`config.mk`:
```
export PLATFORM = sky130hd
export DESIGN_NAME = boid_frame_scheduler
export DESIGN_NICKNAME = d
export VERILOG_FILES = /design/src/rtl/boid_pkg.sv /design/src/rtl/frame_trigger_qualifier.sv /design/src/rtl/boid_frame_scheduler.sv
export SDC_FILE = /design/constraint.sdc
export NUM_CORES = 1
export LEC_CHECK = 0
export CORE_ASPECT_RATIO = 1.25
export CORE_MARGIN = 1.5
export CORE_UTILIZATION = 38
export DETAILED_ROUTE_END_ITERATION = 12
export PLACE_DENSITY = 0.71
export SLEW_MARGIN = 20
export SYNTH_ARGS = -nofsm -noshare
export SYNTH_HDL_FRONTEND = slang
export SYNTH_HIERARCHICAL = 1
export SYNTH_SLANG_ARGS = --single-unit
```
`constraint.sdc`:
```
create_clock -name clock -period 1.8 [get_ports clock]
set_clock_uncertainty 0.1 [all_clocks]
set_input_delay 0.45 -clock clock [delete_from_list [all_inputs] [get_ports clock]]
set_output_delay 0.45 -clock clock [all_outputs]
set_load 0.05 [all_outputs]
```
`src/rtl/boid_pkg.sv`:
```
// Shared constants and scheduler state encoding for the boid display pipeline.
package boid_pkg;
  localparam int MAX_BOIDS           = 128;
  localparam int BITS_FOR_BOIDS      = $clog2(MAX_BOIDS);
  localparam int VIDEO_WIDTH         = 640;
  localparam int VIDEO_HEIGHT        = 480;
  localparam int PIXEL_ADDRESS_WIDTH = $clog2(VIDEO_WIDTH * VIDEO_HEIGHT);
  localparam int REFRESH_DIV_BITS    = 4;

  typedef enum logic [1:0] {
    IDLE  = 2'd0,
    CLEAR = 2'd1,
    SCAN  = 2'd2,
    DONE  = 2'd3
  } sched_state_t;
endpackage

```
`src/rtl/frame_trigger_qualifier.sv`:
```
// Turns the VGA end-of-frame level into a one-cycle refresh trigger,
// gated by the freeze switch and the every-frame / divided refresh mode.
module frame_trigger_qualifier #(
  parameter int DIV_BITS = boid_pkg::REFRESH_DIV_BITS
) (
  input  logic clock,
  input  logic reset,
  input  logic frame_end,
  input  logic mode_freeze,
  input  logic mode_every_frame,
  output logic trig
);
  logic                frame_end_q;
  logic [DIV_BITS-1:0] divider;
  logic                fe_rise;

  assign fe_rise = frame_end & ~frame_end_q;

  // The divider runs on every frame end, even when frozen or busy, so the
  // divided refresh cadence stays locked to the frame count.
  always_ff @(posedge clock or posedge reset) begin
    if (reset) begin
      frame_end_q <= 1'b0;
      divider     <= '0;
    end else begin
      // NOTE: non-blocking assignments here so every register samples the
      // pre-edge values; blocking would let divider see the updated frame_end_q.
      frame_end_q <= frame_end;
      if (fe_rise) divider <= divider + DIV_BITS'(1);
    end
  end

  assign trig = fe_rise & ~mode_freeze & (mode_every_frame | (&divider));
endmodule

```
`src/rtl/boid_frame_scheduler.sv`:
```
// Per-frame copy sequencer from the BPUs into the boid display RAM: clear pulse,
// then an index walk that stalls on CPU writes. Optional: BOID_SCHED_OVERRUN_CNT_EN.
module boid_frame_scheduler #(
  parameter int MAX_BOIDS        = boid_pkg::MAX_BOIDS,
  parameter int BITS_FOR_BOIDS   = $clog2(MAX_BOIDS),
  parameter int REFRESH_DIV_BITS = boid_pkg::REFRESH_DIV_BITS
) (
  input  logic                      clock,
  input  logic                      reset,
  input  logic                      frame_end,
  input  logic                      mode_freeze,
  input  logic                      mode_every_frame,
  input  logic                      cpu_wr_active,
  input  logic [BITS_FOR_BOIDS-1:0] cpu_wr_index,
  output logic [BITS_FOR_BOIDS-1:0] boid_sel,
  output logic                      disp_we,
  output logic                      disp_clear,
  output logic                      busy,
  output logic                      scan_done,
  output logic [7:0]                overrun_cnt
);
  import boid_pkg::*;

  localparam logic [BITS_FOR_BOIDS-1:0] LAST_IDX = BITS_FOR_BOIDS'(MAX_BOIDS - 1);

  sched_state_t              state, state_nxt;
  logic [BITS_FOR_BOIDS-1:0] boid_sel_nxt;
  logic                      trig;
  logic                      stall;

  frame_trigger_qualifier #(
    .DIV_BITS(REFRESH_DIV_BITS)
  ) u_trigger (
    .clock            (clock),
    .reset            (reset),
    .frame_end        (frame_end),
    .mode_freeze      (mode_freeze),
    .mode_every_frame (mode_every_frame),
    .trig             (trig)
  );

  always_ff @(posedge clock or posedge reset) begin
    if (reset) begin
      state    <= IDLE;
      boid_sel <= '0;
    end else begin
      state    <= state_nxt;
      boid_sel <= boid_sel_nxt;
    end
  end

  // A CPU write to the boid under the read select wins; the scan retries it.
  assign stall = cpu_wr_active & (cpu_wr_index == boid_sel);

  always_comb begin
    // NOTE: every output gets a default before the case so no path leaves one
    // unassigned, which would otherwise infer a latch.
    state_nxt    = state;
    boid_sel_nxt = boid_sel;
    disp_we      = 1'b0;
    disp_clear   = 1'b0;
    busy         = 1'b0;
    scan_done    = 1'b0;
    case (state)
      IDLE: begin
        boid_sel_nxt = '0;
        if (trig) state_nxt = CLEAR;
      end
      CLEAR: begin
        disp_clear   = 1'b1;
        busy         = 1'b1;
        boid_sel_nxt = '0;
        state_nxt    = SCAN;
      end
      SCAN: begin
        busy = 1'b1;
        if (!stall) begin
          disp_we = 1'b1;
          if (boid_sel == LAST_IDX) begin
            boid_sel_nxt = '0;
            state_nxt    = DONE;
          end else begin
            boid_sel_nxt = boid_sel + BITS_FOR_BOIDS'(1);
          end
        end
      end
      DONE: begin
        scan_done    = 1'b1;
        boid_sel_nxt = '0;
        state_nxt    = trig ? CLEAR : IDLE;
      end
      default: state_nxt = IDLE;
    endcase
  end

`ifdef BOID_SCHED_OVERRUN_CNT_EN
  logic [7:0] overrun_q;

  // DONE is not busy, so a trigger there is accepted rather than counted.
  always_ff @(posedge clock or posedge reset) begin
    if (reset) begin
      overrun_q <= 8'd0;
    end else if (trig && busy && (overrun_q != 8'hFF)) begin
      overrun_q <= overrun_q + 8'd1;
    end
  end

  assign overrun_cnt = overrun_q;
`else
  assign overrun_cnt = 8'd0;
`endif
endmodule
```
==> implementation parameters, run 1 <==
Parameter                              Value

Global routing
  Aggregate global routing overflow ... 0
  Wire length of the first global-routing pass ... approximately 4400 µm
  Antenna violations before repair ... 0
  GRT Total Usage ... 20.2%
  Pin count of the biggest net entering global routing ... 10
  Number of global-route vias before repair ... 955

Clock network
  Clk pin slew, worst setup/hold paths ... 0.08 ns
  CTS Root Buffer Type ... clkbuf_4
  Clock tree from TritonCTS ... done
  CTS H-Tree Depth ... 1
  Number of clock buffers inserted by TritonCTS ... 3
  Clock Sink Count ... 14
  Clock latency reported for the late side of the worst-skew pair ... 0.27 ns
  Buffer levels on the longest clock path ... 2

Setup path
  Cells along the critical path ... xnor2_2 > and4_4 > a21oi_4 > buf_12
  CP peak stage delay ... 0.46 ns
  Critical R2R Launch ... boid_sel[1]$_DFFE_PP0P_
  Arrival time worst endpoint ... 1.42 ns
  Top delay family on crit path ... flip-flops
  Crit path launch ... boid_sel[2]$_DFFE_PP0P_
  Worst-path cell with the longest stage delay ... dfrtp_2
  Combined buffer and inverter count along the critical path ... 1
  Worst setup SP type ... register
  Nature of the critical path endpoint ... primary output
  CP max FO ... 4
  Crit Path Class ... register to primary output
  Worst path required time ... 1.25 ns

Timing
  Final setup violating endpoints ... 2
  Final count of hold timing violations ... 0
  Setup repair after global routing missed its margin ... yes
  Ratio of final minimum period to clock period ... 109%
  Post-Route Setup TNS ... -0.177 ns
  Shortest clock period the worst path allows after layout ... between 1.5 and 2 ns
  Highest attainable clock frequency ... about 0.5 GHz
  Worst Slack Setup Final ... -0.166 ns
  Max-slew violations ... 0
  Hold slack final ... a little under 0.3 ns

Floorplan
  Die extent in y ... ~60 µm
  Die area ... 2910 µm²
  Count of boundary I/O pins ... 32
  Initial cell density of the core ... 40.2%
  Number of standard-cell rows in the floorplan ... 20
  Core region area ... 2450 µm²
  Die extent in x ... 48.6 µm

Placed design
  Post-detail-place hpwl ... 1840 µm
  Area post-placement ... 1480 µm²
  Final weighted congestion in routability-driven placement ... 0.872
  Input/output buffers ... 23

Detailed routing
  Detailed Route Iter0 Violations ... 17
  Total number of vias ... 957
  Post-DR vias/cell ... between 4 and 5
  DR DRC count ... 0
  Average detailed-routed wire length per instance ... 14.9 µm
  Iteration count of the initial detailed-routing pass ... 4
  Detailed Route WL ... 2860 µm
  Antenna Violating Nets Remaining ... 0

Yosys
  Cell types occupying the most area after synthesis ... dfrtp_1 36%, xnor2_1 8.0%, ha_1 7.6%
  Post-synth cell types ... 32
  Number of storage elements in the synthesis netlist ... 14
  Gate count after technology mapping ... 96
  Sequential share of the synthesized area ... 35.5%
  Count of synthesis-stage warnings from yosys ... 6
  Mean instance size in the synthesized netlist ... 10.3 µm²
  Total standard cell area after synthesis ... a little under 1000 µm²
  Area share of the largest cell type after synthesis ... 35.5%
  Largest area contributor in the synthesized netlist ... dfrtp_1

Job
  Total of max-cap violations ... 0

Layout
  Synthesis-to-finish area growth ... 79.6%
  Ant diodes ... 0
  Final std cell area, no fill ... 1770 µm²
  Number of nets at the end of the flow ... 179
  Commonest cells after routing, fill and taps aside ... 40 x buf_4, 11 x buf_12, 9 x dlygate4sd2_1, 8 x conb_1
  Number of fill cells in the layout ... between 150 and 200
  Most common library cell in the layout ignoring fill and taps ... buf_4
  Share of post-route cells with drive strength above 1 ... between 50 and 60%

Power and ir drop
  Final total power ... ~0.0024 W
  Leakage power ... 0.844 nW
  Peak supply drop ... 1310 µV
  Power Dens Cells ... 1360 nW/µm²

Outcome
  Violated checks ... setup timing
  Status ... finished, violations left

Worst hold path
  Worst hold-check path type ... input port to asynchronous set/reset pin
timing repair:
action	CTS	global route
pin swaps	9	8
buffers inserted	14	8
gates resized for setup	21	10
setup endpoints to repair	8	7
hold buffers	0	0
endpoints found under the hold margin	0	0
final timing paths:
check | endpoint | slack [ns] | cells after the start
worst max-delay path | disp_we | -0.17 | 4
worst min-delay path | u_trigger/divider[1]$_DFFE_PP0P_ | 0.30 | 2
worst max register to register | state[1]$_DFFE_PP0P_ | 0 | 5
worst min register to register | u_trigger/divider[3]$_DFFE_PP0P_ | 0.45 | 1
max in group asynchronous | boid_sel[6]$_DFFE_PP0P_ | 0.95 | 2
min in group clock | u_trigger/frame_end_q$_DFF_PP0_ | 0.41 | 2
worst reg2reg max path: stages (launching register included):
cell and delay [ns]:
dfrtp_2 0.43, xnor2_2 0.14, and4_4 0.20, buf_4 0.15, a311oi_4 0.33, mux2_4 0.33
per-layer routing:
layer  GRT usage (%)  up-vias  routed length (µm)
li1                -      453                   -
met3            3.25        6                 118
met1            22.3      466                1050
met5               0        -                   0
met4            8.98        0                  42
met2            38.5       32                1640
Yosys cell counts:
cell      count
nand4_1       3
nor2b_4       1
and2b_1       1
mux2_2        1
mux2i_1       3
and4_4        1
xnor2_1       9
a32o_1        3
buf_4         8
nor3b_1       1
a22o_1        2
xor2_1        1
buf_6         2
mux2_4        1
a211o_1       1
o21ai_0       2
conb_1        1
a21oi_1       5
nand2_1       4
and3_1        3
inv_1         5
a311oi_4      1
and4_1        2
dfrtp_1      14
ha_1          6
nand2b_1      2
a211oi_1      2
buf_2         1
nor2_1        2
a31oi_1       2
nor2b_1       1
nand3_1       5
final cells by class:
type,count,area (µm²),area share (%)
tap,33,41.3,2.33
inverter,5,18.8,1.06
sequential,14,359,20.3
multi-input combinational,73,683,38.6
timing repair buffer,63,632,35.7
clock buffer,4,36.3,2.05
metrics by stage:
| step | setup slack, ns | util [%] | std cells |
|---|---|---|---|
| after detailed placement | -0.495 | 60.5 | 168 |
| after global routing | -0.228 | 72.2 | 192 |
| after global placement | -0.456 | 60.5 | 168 |
| after floorplan | -0.131 | - | 103 |
| after CTS | -0.135 | 67.9 | 185 |
| final | -0.166 | 72.2 | 192 |
cells by family (layout without fill, tap and decap cells):
logic type | count (synthesis) | in the layout | share of synthesized area, %
adder cells (fa/ha/maj) | 6 | 6 | 7.61
XOR/XNOR | 10 | 10 | 8.88
flip-flops | 14 | 14 | 35.5
multiplexers | 5 | 5 | 5.71
other | 1 | 8 | 0.380
AND/OR/NAND/NOR | 26 | 26 | 16.4
AO/OA/AOI/OAI | 18 | 18 | 14.7
buffers and inverters | 16 | 72 | 10.8
where the power goes:
part           switching, W  internal [W]
combinational      0.000836      0.000856
sequential        0.0000919      0.000411
clock             0.0000967      0.000123
state kept, by name (all words and copies together), names as in the netlist:
register,count
boid_sel,7
state,2
u_trigger/divider,4
u_trigger/frame_end_q,1
Power figures use the tool's default switching activity.
==> run 2: changes to the inputs <==
- CAP_MARGIN: unset -> 20
- CTS_CLUSTER_DIAMETER: unset -> 40
- TNS_END_PERCENT: unset -> 1
==> run 2 against run 1 <==
Effect of this change:
- the flow still finishes with violations (setup timing)
- cell count decreased by 5.7%
- sequential cell count unchanged
- via count decreased by 7.4%
- utilization decreased by 4.5 points
- non-clock buffer count decreased by 11
- die area unchanged
- wire length decreased by 14%
- global-route usage decreased by 1.8 points
- first-iteration DRC count decreased by 18%
- critical path depth increased by 1
- sequential power decreased by 3%
- worst setup slack improved by 0.0055 ns
- largest power group unchanged
==> implementation parameters, run 2 (synthesis gave the netlist of run 1 again) <==
Parameter                              Value

Power and ir drop
  Leakage power ... 0.767 nW (-9.1%)
  Peak supply drop ... 1020 µV (-22%)
  Power Dens Cells ... 1420 nW/µm² (+4.0%)

Placed design
  Setup WS pre-CTS ... -0.470 ns (+0.0247 ns)
  Post-detail-place hpwl ... 1730 µm (-6.2%)
  Final weighted congestion in routability-driven placement ... 0.900 (+3.2%)
  Input/output buffers ... 23 (unchanged)

Detailed routing
  DR DRC count ... 0 (unchanged)
  Antenna Violating Nets Remaining ... 0 (unchanged)
  Detailed Route Iter0 Violations ... 14 (-3)
  Total number of vias ... 886 (-7.4%)
  Detailed Route WL ... 2460 µm (-14%)
  Iteration count of the initial detailed-routing pass ... 4 (unchanged)
  Average detailed-routed wire length per instance ... 13.6 µm (-8.5%)
  Post-DR vias/cell ... 4.90 (-1.8%)

Timing
  Final count of hold timing violations ... 0 (unchanged)
  Setup repair after global routing missed its margin ... yes
  Ratio of final minimum period to clock period ... 109% (-0.31 points)
  Worst Slack Setup Final ... -0.160 ns (+0.00554 ns)
  Max-slew violations ... 0 (unchanged)
  Final setup violating endpoints ... 4 (+2)
  Shortest clock period the worst path allows after layout ... 1.96 ns (-0.00554 ns)
  Highest attainable clock frequency ... 0.510 GHz (+0.28%)
  Post-Route Setup TNS ... -0.276 ns (-0.0996 ns)

Global routing
  Pin count of the biggest net entering global routing ... 10 (unchanged)
  GRT Total Usage ... 18.4% (-1.8 points)
  Number of global-route vias before repair ... 879 (-8.0%)
  Aggregate global routing overflow ... 0 (unchanged)
  Antenna violations before repair ... 0 (unchanged)
  Wire length of the first global-routing pass ... 3970 µm (-10%)

Setup path
  Combined buffer and inverter count along the critical path ... 2 (+1)
  Crit Path Class ... input port to primary output
  Cells along the critical path ... dlygate4sd2_1 > xnor2_2 > and4_4 > a21oi_4 > buf_12
  Top delay family on crit path ... buffers and inverters
  Worst-path cell with the longest stage delay ... dlygate4sd2_1
  Arrival time worst endpoint ... 1.41 ns (about the same)
  Nature of the critical path endpoint ... primary output
  Worst path required time ... 1.25 ns (about the same)
  Worst setup SP type ... input port
  CP max FO ... 2 (-2)
  CP peak stage delay ... 0.27 ns (-0.19 ns)

Floorplan
  Die extent in x ... 48.6 µm (unchanged)
  Die extent in y ... 60.0 µm (unchanged)
  Core region area ... 2450 µm² (unchanged)
  Die area ... 2910 µm² (unchanged)
  Initial cell density of the core ... 40.2% (unchanged)
  Number of standard-cell rows in the floorplan ... 20 (unchanged)
  Count of boundary I/O pins ... 32 (unchanged)

Clock network
  Clock Sink Count ... 14 (unchanged)
  Number of clock buffers inserted by TritonCTS ... 3 (unchanged)
  CTS Root Buffer Type ... clkbuf_4
  CTS H-Tree Depth ... 1 (unchanged)
  Clock latency reported for the late side of the worst-skew pair ... 0.28 ns (about the same)
  Buffer levels on the longest clock path ... 2 (unchanged)
  Clock tree from TritonCTS ... done
  Clk pin slew, worst setup/hold paths ... 0.09 ns (about the same)
  Cts-stage hold buffer count ... 0 (unchanged)

Layout
  Top Registers ... boid_sel x7, u_trigger/divider x4, state x2
  Number of fill cells in the layout ... 214 (+9.2%)
  Register with the most flip-flops ... boid_sel
  Commonest cells after routing, fill and taps aside ... 29 x buf_4, 11 x buf_12, 8 x conb_1, 8 x dlygate4sd2_1
  Most common library cell in the layout ignoring fill and taps ... buf_4
  Synthesis-to-finish area growth ... 68.3%
  Share of post-route cells with drive strength above 1 ... 48.6% (-6.1 points)
  Number of nets at the end of the flow ... 168 (-6.1%)
  Ant diodes ... 0 (unchanged)
  Flip-flop count of the largest register, all copies and words added ... 7 (unchanged)

Outcome
  Status ... finished, violations left
  Violated checks ... setup timing

Worst hold path
  Worst hold-check path type ... input port to asynchronous set/reset pin

Job
  Total of max-cap violations ... 0 (unchanged)
## run 2: area by class of cell
cell class / count / area, µm² / share of cell area (%)
clock buffer: 4 / 36.3 / 2.19
inverter: 5 / 18.8 / 1.13
multi-input combinational: 73 / 656 / 39.5
sequential: 14 / 359 / 21.6
tap: 33 / 41.3 / 2.49
timing repair buffer: 52 / 548 / 33.0
## run 2: stage by stage
stage	total power [W]	utilization [%]	cells	hold WS [ns]	area, µm²
after floorplan	0.00132	-	103	0.129	1030
after detailed placement	0.00194	59.9	167	0.398	1470
after CTS	0.00228	65.6	180	0.290	1610
after global placement	0.00190	59.9	167	0.365	1470
after global routing	0.00247	67.7	181	0.297	1660
final	0.00235	67.7	181	0.287	1660
## run 2: what timing repair did
| action | CTS | global route |
|---|---|---|
| hold endpoints to repair | 0 | 0 |
| setup buffers | 9 | 1 |
| gates resized for setup | 17 | 8 |
| endpoints found under the setup margin | 8 | 9 |
| pin swaps | 8 | 2 |
## run 2: layer usage
layer | routed length, µm | track usage (%) | part of all wire (%) | vias to the layer above
li1 | - | - | - | 431
met1 | 1010 | 19.4 | 41 | 430
met2 | 1340 | 36.7 | 54 | 21
met3 | 78 | 2.25 | 3.2 | 4
met4 | 36 | 8.57 | 1.5 | 0
met5 | 0 | 0 | 0 | -
## run 2: path summary, 6_finish.rpt
path                                                  start                          endpoint  slack (ns)  cells after the start
max reg2reg                         boid_sel[2]$_DFFE_PP0P_              state[1]$_DFFE_PP0P_           0                      5
max in group asynchronous                             reset           boid_sel[3]$_DFFE_PP0P_        0.93                      2
min in group clock         u_trigger/divider[3]$_DFFE_PP0P_  u_trigger/divider[3]$_DFFE_PP0P_        0.42                      1
min reg2reg                u_trigger/divider[3]$_DFFE_PP0P_  u_trigger/divider[3]$_DFFE_PP0P_        0.42                      1
max                                         cpu_wr_index[0]                           disp_we       -0.16                      5
min                                                   reset  u_trigger/divider[2]$_DFFE_PP0P_        0.29                      2
## run 2: where the power goes
part | internal [W] | leakage [nW] | switching (W)
combinational | 0.000826 | 0.578 | 0.000808
sequential | 0.000411 | 0.168 | 0.0000774
clock | 0.000123 | 0.0210 | 0.000108
==> run 3: changes to the inputs <==
- CORE_ASPECT_RATIO: 1.25 -> unset
==> run 3 against run 2 <==
Effect of this change:
- cell count shrank 1.7%
- total power is 1.4% higher
- critical endpoint unchanged
- largest cell class unchanged
- the run still ends with setup timing left
- sequential share of layout area shrank 0.13 points
- sequential power is 1% lower
==> implementation parameters, run 3 (synthesis gave the netlist of run 1 again) <==
Parameter                              Value

Layout
  Number of nets at the end of the flow ... 168 (unchanged)
  Final Non-Filler Cells ... 178 (-1.7%)
  Commonest cells after routing, fill and taps aside ... 28 x buf_4, 11 x buf_12, 8 x conb_1
  Top Registers ... boid_sel x7, u_trigger/divider x4, state x2
  Register with the most flip-flops ... boid_sel
  Synthesis-to-finish area growth ... 69.3%
  Flip-flop count of the largest register, all copies and words added ... 7 (unchanged)
  Share of post-route cells with drive strength above 1 ... 48.6% (unchanged)
  Ant diodes ... 0 (unchanged)
  Number of fill cells in the layout ... 196 (-8.4%)
  Final std cell area, no fill ... 1670 µm² (+0.60%)
  Most common library cell in the layout ignoring fill and taps ... buf_4

Power and ir drop
  Power Dens Cells ... 1430 nW/µm² (+0.79%)
  Final total power ... 0.00239 W (+1.4%)
  Leakage power ... 0.779 nW (+1.6%)
  Peak supply drop ... 1370 µV (+34%)

Timing
  Max-slew violations ... 0 (unchanged)
  Shortest clock period the worst path allows after layout ... 1.95 ns (-0.00990 ns)
  Final count of hold timing violations ... 0 (unchanged)
  Final setup violating endpoints ... 4 (unchanged)
  Highest attainable clock frequency ... 0.513 GHz (+0.51%)
  Ratio of final minimum period to clock period ... 108% (-0.55 points)
  Worst Slack Setup Final ... -0.150 ns (+0.00990 ns)
  Setup repair after global routing missed its margin ... yes

Clock network
  CTS Root Buffer Type ... clkbuf_4
  Clk pin slew, worst setup/hold paths ... 0.09 ns (about the same)
  CTS H-Tree Depth ... 1 (unchanged)
  Clock Sink Count ... 14 (unchanged)
  Number of clock buffers inserted by TritonCTS ... 3 (unchanged)
  Clock tree from TritonCTS ... done
  Clock latency reported for the late side of the worst-skew pair ... 0.28 ns (about the same)
  Buffer levels on the longest clock path ... 2 (unchanged)

Worst hold path
  Worst hold-check path type ... input port to asynchronous set/reset pin

Detailed routing
  Post-DR vias/cell ... 5.20 (+6.2%)
  Total number of vias ... 925 (+4.4%)
  Average detailed-routed wire length per instance ... 15.1 µm (+11%)
  Detailed Route Iter0 Violations ... 18 (+4)
  Detailed Route WL ... 2690 µm (+9.3%)
  Antenna Violating Nets Remaining ... 0 (unchanged)
  Iteration count of the initial detailed-routing pass ... 4 (unchanged)
  DR DRC count ... 0 (unchanged)

Placed design
  DP Cell Count ... 163 (-2.4%)
  Area post-placement ... 1460 µm² (-0.77%)
  Final weighted congestion in routability-driven placement ... 0.887 (-1.5%)
  Post-detail-place hpwl ... 1750 µm (+1.5%)
  Input/output buffers ... 23 (unchanged)
  Setup WS pre-CTS ... -0.482 ns (-0.0113 ns)

Floorplan
  Count of boundary I/O pins ... 32 (unchanged)
  Number of standard-cell rows in the floorplan ... 18 (-10%)
  Die extent in x ... 53.9 µm (+11%)
  Initial cell density of the core ... 40.2% (-0.041 points)
  Die area ... 2910 µm² (about the same)
  Die extent in y ... 53.9 µm (-10%)
  Core region area ... 2450 µm² (+0.10%)

Outcome
  Violated checks ... setup timing
  Status ... finished, violations left

Setup path
  CP max FO ... 4 (+2)
  Nature of the critical path endpoint ... primary output
  Worst setup SP type ... register
  Arrival time worst endpoint ... 1.40 ns (about the same)
  Crit Path Class ... register to primary output
  Worst path required time ... 1.25 ns (about the same)

Global routing
  GRT Total Usage ... 19.5% (+1.1 points)
  Wire length of the first global-routing pass ... 3940 µm (-0.88%)
  Pin count of the biggest net entering global routing ... 10 (unchanged)
  Aggregate global routing overflow ... 0 (unchanged)
  Number of global-route vias before repair ... 897 (+2.0%)
  Antenna violations before repair ... 0 (unchanged)

Job
  Total of max-cap violations ... 0 (unchanged)
## run 3: changes by cell type in the layout (fill, tap and decap cells not counted), sizes merged
cell          delta
dlymetal6s2s     +1
dlygate4sd2      -1
## run 3: power breakdown
group | switching (W) | leakage (nW) | internal (W)
combinational | 0.000836 | 0.590 | 0.000835
clock | 0.000109 | 0.0210 | 0.000123
sequential | 0.0000734 | 0.168 | 0.000411
total | 0.00102 | 0.779 | 0.00137
## run 3: cell type report
cell class / count / area, µm² / share of cell area (%)
Clock buffer: 4 / 36.3 / 2.17
Tap cell: 30 / 37.5 / 2.25
Multi-Input combinational cell: 73 / 659 / 39.5
Inverter: 5 / 21.3 / 1.27
Sequential cell: 14 / 359 / 21.5
Timing Repair Buffer: 52 / 556 / 33.3
## run 3: final timing paths
path	from	end	slack, ns	cells after the start
min reg2reg	u_trigger/divider[3]$_DFFE_PP0P_	u_trigger/divider[3]$_DFFE_PP0P_	0.39	1
min	reset	u_trigger/divider[1]$_DFFE_PP0P_	0.29	2
min in group clock	frame_end	u_trigger/frame_end_q$_DFF_PP0_	0.31	2
max in group asynchronous	reset	boid_sel[5]$_DFFE_PP0P_	0.93	2
max reg2reg	boid_sel[2]$_DFFE_PP0P_	state[1]$_DFFE_PP0P_	-0.03	5
max	boid_sel[4]$_DFFE_PP0P_	disp_we	-0.15	4
## run 3: metrics by stage
stage	hold WS, ns	setup TNS [ns]	util (%)
6_report	0.287	-0.211	68.0
5_1_grt	0.290	-0.445	68.0
4_1_cts	0.285	-0.349	66.0
3_5_place_dp	0.374	-3.74	59.4
3_3_place_gp	0.362	-3.18	59.4
2_1_floorplan	0.129	-0.257	-
## run 3: timing repair
item / in CTS / in global routing
hold buffers: 0 / 0
gates resized for setup: 18 / 10
endpoints found under the setup margin: 9 / 9
setup buffers: 10 / 1
pin swaps: 9 / 1
## run 3: worst max-delay path: stages, from the launching register on
cell and delay, ns:
dfrtp_2 0.44, xnor2_1 0.14, and4_4 0.21, a21oi_4 0.17, buf_12 0.15
## run 3: layer usage
metal,part of all wire [%],routed length [µm],track usage (%)
met1,37,989,19.2
met4,2.3,61,5.56
met3,6.3,170,5.28
met2,55,1470,38.8
met5,0,0,0
